### config.mk
export PLATFORM = sky130hd
export DESIGN_NAME = fir_decim_out
export DESIGN_NICKNAME = d
export VERILOG_FILES = /design/src/rtl/fir_decim_out.sv
export SDC_FILE = /design/constraint.sdc
export NUM_CORES = 1
export LEC_CHECK = 0
export CAP_MARGIN = 20
export CORE_UTILIZATION = 63
export CTS_BUF_LIST = sky130_fd_sc_hd__clkbuf_2 sky130_fd_sc_hd__clkbuf_4 sky130_fd_sc_hd__clkbuf_8
export CTS_CLUSTER_DIAMETER = 150
export DETAILED_ROUTE_END_ITERATION = 10
export PLACE_DENSITY = 0.88
export SLEW_MARGIN = 20
export SYNTH_ARGS = -nofsm -noshare
export SYNTH_HDL_FRONTEND = slang
export SYNTH_SLANG_ARGS = --single-unit
### constraint.sdc
create_clock -name clk -period 4.15 [get_ports clk]
set_input_delay 1.0375 -clock clk [delete_from_list [all_inputs] [get_ports clk]]
set_output_delay 1.0375 -clock clk [all_outputs]
set_load 0.01 [all_outputs]
### src/rtl/fir_decim_out.sv
// FIR output stage: keeps every Mth sample, rounds and scales it, saturates it to OUT_WIDTH,
// then queues it in a small FIFO toward a ready/valid consumer.
module fir_decim_out #(
  parameter int unsigned WIDTH     = 32,
  parameter int unsigned OUT_WIDTH = 16,
  parameter int unsigned SHIFT     = 4,
  parameter int unsigned M         = 4,
  parameter int unsigned DEPTH     = 4
) (
  input  logic                       clk,
  input  logic                       rst,
  input  logic [WIDTH-1:0]           y_in,
  input  logic                       in_valid,
  input  logic                       flush,
  input  logic                       clr_flags,
  output logic [OUT_WIDTH-1:0]       d_out,
  output logic                       out_valid,
  input  logic                       out_ready,
  output logic [$clog2(DEPTH):0]     level,
  output logic                       sat_flag,
  output logic                       drop_flag
);

  localparam int unsigned PW = (M > 1) ? $clog2(M) : 1;
  localparam int unsigned AW = $clog2(DEPTH);
  localparam int unsigned LW = AW + 1;
  localparam logic [PW-1:0] PHASE_LAST = PW'(M - 1);
  localparam logic [LW-1:0] LEVEL_FULL = LW'(DEPTH);
  localparam logic signed [WIDTH:0] RND     = ((WIDTH+1)'(1) << SHIFT) >> 1;
  localparam logic signed [WIDTH:0] SAT_MAX = {{(WIDTH+2-OUT_WIDTH){1'b0}}, {(OUT_WIDTH-1){1'b1}}};
  localparam logic signed [WIDTH:0] SAT_MIN = {{(WIDTH+2-OUT_WIDTH){1'b1}}, {(OUT_WIDTH-1){1'b0}}};

  logic [PW-1:0]        phase;
  logic                 stage_valid;
  logic [OUT_WIDTH-1:0] stage_data;
  logic [OUT_WIDTH-1:0] mem [DEPTH];
  logic [AW-1:0]        wr_ptr, rd_ptr;

  logic signed [WIDTH:0] ext, sum, r;
  logic [OUT_WIDTH-1:0]  res_c;
  logic                  sat_c;
  logic                  keep, pop, push, drop_ev;
  logic [AW-1:0]         rd_nxt;
  logic [LW-1:0]         level_nxt;
  logic [OUT_WIDTH-1:0]  head_nxt;

  // Round half-up in WIDTH+1 bits so the rounding add can never wrap.
  assign ext = {y_in[WIDTH-1], y_in};
  assign sum = ext + RND;
  assign r   = sum >>> SHIFT;

  always_comb begin
    res_c = r[OUT_WIDTH-1:0];
    sat_c = 1'b0;
    if (r > SAT_MAX) begin
      res_c = SAT_MAX[OUT_WIDTH-1:0];
      sat_c = 1'b1;
    end else if (r < SAT_MIN) begin
      res_c = SAT_MIN[OUT_WIDTH-1:0];
      sat_c = 1'b1;
    end
  end

  // Control for the handshake and the FIFO. A push into a full FIFO still succeeds when a pop
  // frees a slot on the same edge.
  always_comb begin
    keep      = in_valid && (phase == PHASE_LAST);
    pop       = out_valid && out_ready;
    push      = stage_valid && ((level != LEVEL_FULL) || pop);
    drop_ev   = stage_valid && !push;
    rd_nxt    = pop ? rd_ptr + AW'(1) : rd_ptr;
    level_nxt = level + LW'(push) - LW'(pop);
    head_nxt  = (push && (wr_ptr == rd_nxt)) ? stage_data : mem[rd_nxt];
  end

  always_ff @(posedge clk or negedge rst) begin
    if (!rst) begin
      phase       <= '0;
      stage_valid <= 1'b0;
      stage_data  <= '0;
    end else if (flush) begin
      phase       <= '0;
      stage_valid <= 1'b0;
    end else begin
      if (in_valid) phase <= (phase == PHASE_LAST) ? '0 : phase + PW'(1);
      stage_valid <= keep;
      if (keep) stage_data <= res_c;
    end
  end

  always_ff @(posedge clk or negedge rst) begin
    if (!rst) begin
      for (int i = 0; i < int'(DEPTH); i++) mem[i] <= '0;
    end else if (!flush && push) begin
      mem[wr_ptr] <= stage_data;
    end
  end

  // d_out is a registered copy of the head entry, so it stays stable while the consumer stalls.
  always_ff @(posedge clk or negedge rst) begin
    if (!rst) begin
      wr_ptr    <= '0;
      rd_ptr    <= '0;
      level     <= '0;
      out_valid <= 1'b0;
      d_out     <= '0;
    end else if (flush) begin
      wr_ptr    <= '0;
      rd_ptr    <= '0;
      level     <= '0;
      out_valid <= 1'b0;
    end else begin
      if (push) wr_ptr <= wr_ptr + AW'(1);
      rd_ptr    <= rd_nxt;
      level     <= level_nxt;
      out_valid <= (level_nxt != '0);
      d_out     <= head_nxt;
    end
  end

  // Sticky flags. A new event in the same cycle as clr_flags keeps its flag set.
  always_ff @(posedge clk or negedge rst) begin
    if (!rst) begin
      sat_flag  <= 1'b0;
      drop_flag <= 1'b0;
    end else begin
      sat_flag  <= (sat_flag && !clr_flags) || (keep && sat_c && !flush);
      drop_flag <= (drop_flag && !clr_flags) || (drop_ev && !flush);
    end
  end

endmodule

## Word level (Yosys, flattened, before mapping)

Index checks and enable logic that the tools add are counted.

| storage, ports and cells | value |
|---|---|
| register bits after elaboration | 109 |
| bits of input ports | 38 |
| output and inout port bits | 22 |

| operators by class | value |
|---|---|
| equal/unequal tests | 3 |
| order comparisons | 5 |
| reduce and logical (&&, ||, !) cells | 22 |
| bitwise operators | 3 |
| muxes and demuxes | 21 |
| $add $sub $neg | 6 |

Operators with widths:

| kind | number |
|---|---|
| 16-bit 2-to-1 mux | 6 |
| 64-bit bitwise mux | 1 |
| 32-bit by 5-bit adder with 33-bit output, second input constant | 1 |
| 16-bit binary-select mux with 2-bit select | 1 |
| 16-bit demux with 2-bit select | 1 |
| 29-bit by 16-bit > comparator with 1-bit output, second input constant | 1 |
| 29-bit by 16-bit < comparator with 1-bit output, second input constant | 1 |
| 2-bit 2-to-1 mux | 7 |
| 1-bit logical AND | 12 |
| 2-bit by 1-bit adder with 2-bit output, second input constant | 3 |
| 3-bit greater-or-equal comparator, second input constant | 2 |
| 2-bit NOT with 3-bit output | 2 |
| 1-bit 2-to-1 mux | 4 |
| 2-bit nonzero test | 2 |
| 3-bit by 1-bit adder with 3-bit output | 1 |
| 1-bit zero test | 3 |
| 1-bit logical OR | 3 |
| 3-bit by 1-bit < comparator with 1-bit output, second input constant | 1 |
| 3-bit 2-to-1 mux | 1 |
| 3-bit != test, second input constant | 1 |
| 3-bit nonzero test | 1 |
| 3-bit by 1-bit subtractor with 3-bit output | 1 |
| 2-bit equality test | 1 |
| 2-bit equality test, second input constant | 1 |
| other kinds (2) | 2 |

## Logic depth before layout (Yosys ltp)

| logic depth | value |
|---|---|
| depth in word-level cells | 7 |
| mapped depth | 10 |
| gate-level depth less buffers | 10 |

## Least setup slack after synthesis

No wires, ideal clock.

| path | value |
|---|---|
| path kind | input -> register |
| start | input port y_in[3] |
| end | register stage_data[10] |
| required time | 4.011 ns |
| path slack | 1.033 ns |
| data arrival time | 2.978 ns |
| cell stages on the path | 10 |
| cell sequence | ha_1 -> nand4_1 -> nor2_1 -> buf_4 -> nand4b_1 -> xnor2_1 -> or4_4 -> o31ai_4 -> buf_8 -> o21ai_2 |

| between the ends | value |
|---|---|
| cells in the longest elaborated chain, start to end | 4 |

RTL lines:

| element | line | source |
|---|---|---|
| from (decl) | 12 | `input logic [WIDTH-1:0] y_in,` |
| 32-bit by 5-bit adder with 33-bit output * | 49 | `assign sum = ext + RND;` |
| 29-bit by 16-bit < comparator with 1-bit output | 58 | `end else if (r < SAT_MIN) begin` |
| 16-bit 2-to-1 mux | 58 |  |
| 16-bit 2-to-1 mux * | 55 | `if (r > SAT_MAX) begin` |
| to (signal assigned) | 87 | `if (keep) stage_data <= res_c;` |
| to (decl) | 35 | `logic [OUT_WIDTH-1:0] stage_data;` |

Mark *: on every way between the ends. The rest lies on a longest branch, timed or not.
A chain may end at the register's enable or synchronous reset.

## Worst setup path in the final report

| path | value |
|---|---|
| start | input port y_in[3] |
| end | register sat_flag |

| between the ends | value |
|---|---|
| cells in the longest elaborated chain, start to end | 7 |

RTL lines:

| element | line | source |
|---|---|---|
| 32-bit by 5-bit adder with 33-bit output * | 49 |  |
| 29-bit by 16-bit < comparator with 1-bit output | 58 |  |
| 1-bit 2-to-1 mux | 58 |  |
| 1-bit 2-to-1 mux * | 55 |  |
| 1-bit logical AND * (2 in series) | 127 | `sat_flag <= (sat_flag && !clr_flags) \|\| (keep && sat_c && !flush);` |
| 1-bit logical OR * | 127 |  |
| to (signal assigned) | 127 |  |
| to (decl) | 20 | `output logic sat_flag,` |

Marked as above.

==> qor.json <==
{
  "yosys": {
    "synthesis.area_per_instance_um2": 12.0,
    "synth_top_family_by_area": "multiplexers",
    "synth_seq_area_share_pct": 49.4,
    "synthCells": 458,
    "synth_ff_type": "sky130_fd_sc_hd__dfrtp_1",
    "synth-edff-count": 0,
    "number_of_nets_in_the_synthesized_netlist": 505,
    "postSynth.asyncResetShare_pct": 100,
    "synthAdderAreaFrac_pct": 2.18,
    "synth_simple_gate_area_share_pct": 10.8,
    "synth_area_um2": 5520,
    "synth_compound_gate_area_share_pct": 7.48,
    "synth_mux_area_share_pct": 23.4,
    "synthesized_area_fraction_occupied_by_xor_and_xnor_cells_pct": 3.77,
    "synth_warnings": 0,
    "yosys.cell_types.count": 56,
    "synth_seq_cells": 109
  },
  "global_routing": {
    "wire_length_of_the_first_global_routing_pass_mm": 18.5,
    "grtUsageMet2_pct": 47.2,
    "vias_in_the_first_global_route": 3841,
    "globalRoute.totalOverflow": 0,
    "grt-busiest-layer": "met2",
    "globalRouteTotalUtil_pct": 26.8,
    "grt_max_degree": 72,
    "global_route.usage.met3_pct": 3.03,
    "grt_util_met1_pct": 34.9,
    "grt_antenna_before_repair": 0
  },
  "timing": {
    "finalCritPeriodShare_pct": 85.5,
    "worst_pin_slew_ps": 871,
    "fmax_mhz": 282,
    "timing_hold_violations_final": 0,
    "finalSetupViolations": 0,
    "worst_slack_ps": 601,
    "clock-skew-final_ps": 15.0,
    "grt_setup_unrepaired": "false",
    "timing.max_slew.rel_slack_pct": 41.9,
    "time_the_final_worst_path_needs_with_i_o_delays_and_setup_ps": 3550,
    "fin_tns_setup_ps": 0,
    "report.final.slew_viol_count": 0
  },
  "clock_tree": {
    "postCtsSetupRepairBufs": 0,
    "cts.sink_count": 109,
    "cts.repair.resized": 0,
    "clkTransAtPathRegs_ps": 100,
    "cts_h_tree_depth": 3,
    "tritoncts.num_buffers": 9,
    "tritoncts": "built",
    "number_of_buffers_inserted_by_hold_repair_at_cts": 0,
    "clk-insertion-delay-late_ps": 360,
    "clock_root_buffer": "sky130_fd_sc_hd__clkbuf_8",
    "cts.path.max_buffers": 2
  },
  "route": {
    "drt-initial-drc-count": 172,
    "routed_antenna_nets": 0,
    "wl_per_cell_um": 17.7,
    "firstDrtPassIters": 4,
    "detail_route.drc_violations": 0,
    "route.final.wire_length_mm": 11.0,
    "vias": 3755,
    "routed_via_density": 6.01
  },
  "placement": {
    "hpwlAfterDp_mm": 7.88,
    "pre_cts_slack_ps": 275,
    "numPlacedInstances": 609,
    "port_buffers": 56,
    "place.gp.congestion": 0.849
  },
  "layout": {
    "fillerInstances": 518,
    "antenna-diode-count": 0,
    "seqCellArea_um2": 2730,
    "area_growth_syn_to_layout_pct": 16.4,
    "post_layout_cell_count": 625,
    "total_number_of_nets_in_the_final_design": 562,
    "drive_above_1_share_pct": 25.8,
    "multiInputGateArea_um2": 2630
  },
  "floorplanning": {
    "effective_utilization_at_floorplan_pct": 66.1,
    "fp.dieH_um": 95.6,
    "die_x_um": 95.6,
    "dieArea_um2": 9130,
    "num_rows": 33,
    "io-pin-count": 60,
    "placeableCoreArea_um2": 8340
  },
  "flow_run": {
    "maximum_capacitance_violations": 0
  },
  "worst_setup_path": {
    "worstSetupStartpointType": "input pin",
    "path_max_fanout": 9,
    "path_cells": "clkdlybuf4s50_1 -> ha_1 -> nand4_1 -> nor2_1 -> nand4b_1 -> xnor2_1 -> or4_4 -> o31ai_4 -> buf_4 -> nand3_2",
    "crit_path_top_delay_cell": "sky130_fd_sc_hd__or4_4",
    "setup.worst_path.class": "in -> reg",
    "critical-path-top-delay-family": "simple AND/OR/NAND/NOR gates",
    "cp.buffers_inverters": 2,
    "cp_data_arrival_time_ps": 3790,
    "critPathCaptureType": "flip-flop",
    "worst-endpoint-required_ps": 4390,
    "critical_path.max_stage_delay_ps": 490
  },
  "worst_hold_path": {
    "hold_path_class": "reg -> reg"
  },
  "outcome": {
    "outcome": "finished, final reports clean"
  },
  "power": {
    "power_leakage_nw": 3.02,
    "power_density_nw_per_um2": 369,
    "vdd_ir_drop_max_mv": 0.230
  }
}
## per-layer routing
layer,wire length [um],vias to the layer above,part of all wire [%]
met4,125,0,1.1
li1,-,1773,-
met2,5600,103,51
met1,4930,1863,45
met5,0,-,0
met3,372,16,3.4
## cells by family after synthesis
| family | after synthesis |
|---|---|
| XOR/XNOR | 22 |
| AND/OR/NAND/NOR | 115 |
| adder cells (fa/ha/maj) | 9 |
| multiplexers | 101 |
| AO/OA/AOI/OAI | 66 |
| buffers and inverters | 36 |
| flip-flops | 109 |
## through the flow
stage                     util, %  area (um2)  hold WS, ps  power, W
after floorplan                 -        5520          475   0.00152
after global placement       74.5        6210          466   0.00170
after detailed placement     74.5        6210          472   0.00173
after CTS                    77.0        6420          497   0.00238
after global routing         77.0        6420          519   0.00249
final                        77.0        6420          491   0.00237
## flip-flops by register name, summed over array words and instances (netlist names)
| signal | cells |
|---|---|
| level | 3 |
| mem | 64 |
| stage_data | 16 |
| d_out | 16 |
| rd_ptr | 2 |
| stage_valid | 1 |
| drop_flag | 1 |
| phase | 2 |
| sat_flag | 1 |
| out_valid | 1 |
| wr_ptr | 2 |
## cell usage in the layout, fill, tap and decap left out, types with 2 or more instances in the layout
master,netlist,final
sky130_fd_sc_hd__buf_4,2,14
sky130_fd_sc_hd__ha_1,8,8
sky130_fd_sc_hd__and2_1,4,4
sky130_fd_sc_hd__and4_1,2,2
sky130_fd_sc_hd__nand2_1,31,31
sky130_fd_sc_hd__a31oi_1,2,2
sky130_fd_sc_hd__and3_1,4,4
sky130_fd_sc_hd__xnor2_1,14,14
sky130_fd_sc_hd__mux4_2,16,16
sky130_fd_sc_hd__nor2b_1,3,3
sky130_fd_sc_hd__inv_1,10,10
sky130_fd_sc_hd__mux2_2,65,65
sky130_fd_sc_hd__clkdlybuf4s50_1,0,55
sky130_fd_sc_hd__clkinv_4,0,2
sky130_fd_sc_hd__clkbuf_8,0,10
sky130_fd_sc_hd__o21ai_2,9,9
sky130_fd_sc_hd__inv_6,0,2
sky130_fd_sc_hd__nor3_1,2,2
sky130_fd_sc_hd__xor2_1,6,6
sky130_fd_sc_hd__nand2b_1,2,2
sky130_fd_sc_hd__mux2i_1,20,20
sky130_fd_sc_hd__a21oi_1,21,21
sky130_fd_sc_hd__nor2_1,28,28
sky130_fd_sc_hd__nor3b_1,2,2
sky130_fd_sc_hd__nand4_1,7,7
sky130_fd_sc_hd__nand3_1,14,14
sky130_fd_sc_hd__nor4_1,2,2
sky130_fd_sc_hd__o21ai_0,24,24
sky130_fd_sc_hd__inv_2,2,2
sky130_fd_sc_hd__or3_1,2,2
sky130_fd_sc_hd__dfrtp_1,109,109
## synth_stat cells, types with 8 or more instances
| library cell | count | share of area, % |
|---|---|---|
| sky130_fd_sc_hd__clkbuf_1 | 14 | 0.95 |
| sky130_fd_sc_hd__inv_1 | 10 | 0.68 |
| sky130_fd_sc_hd__ha_1 | 8 | 1.8 |
| sky130_fd_sc_hd__o21ai_0 | 24 | 2.2 |
| sky130_fd_sc_hd__nor2_1 | 28 | 1.9 |
| sky130_fd_sc_hd__dfrtp_1 | 109 | 49 |
| sky130_fd_sc_hd__mux4_2 | 16 | 6.5 |
| sky130_fd_sc_hd__xnor2_1 | 14 | 2.2 |
| sky130_fd_sc_hd__nand2_1 | 31 | 2.1 |
| sky130_fd_sc_hd__mux2_2 | 65 | 13 |
| sky130_fd_sc_hd__o21ai_2 | 9 | 1.4 |
| sky130_fd_sc_hd__nand3_1 | 14 | 1.3 |
| sky130_fd_sc_hd__mux2i_1 | 20 | 3.6 |
| sky130_fd_sc_hd__a21oi_1 | 21 | 1.9 |
## tightest hold or removal path: cells and delay by family (launching register included)
kind	cells	cell delay, ps
AO/OA/AOI/OAI	1	60
flip-flops	1	350
AND/OR/NAND/NOR	1	50
## power breakdown
group	internal (W)	total, W	switching [W]
sequential	0.00114	0.00126	0.000114
combinational	0.000230	0.000455	0.000225
clock	0.000309	0.000660	0.000351
total	0.00168	0.00237	0.000690
## area by class of cell
class                   count  share of cell area [%]
flip-flops and latches    109                    42.5
multi-input cells         313                    41.0
well taps                 105                    2.05
clock buffers              11                    2.26
repair buffers             70                    10.5
clock inverters             5                    1.01
inverters                  12                   0.701
## final timing paths
check                                startpoint                    to  slack (ps)  depth (start not counted)
setup reg to reg             level[1]$_DFF_PN0_   out_valid$_DFF_PN0_        1870                         10
min in group asynchronous                   rst   mem[52]$_DFFE_PN0P_         770                          1
setup / recovery                        y_in[3]    sat_flag$_DFF_PN0_         600                         10
hold reg to reg            d_out[0]$_DFFE_PN0N_  d_out[0]$_DFFE_PN0N_         490                          2
hold / removal             d_out[0]$_DFFE_PN0N_  d_out[0]$_DFFE_PN0N_         490                          2
max in group asynchronous                   rst    mem[0]$_DFFE_PN0P_        2550                          2
Note: power is estimated with default switching activity, not from simulation.
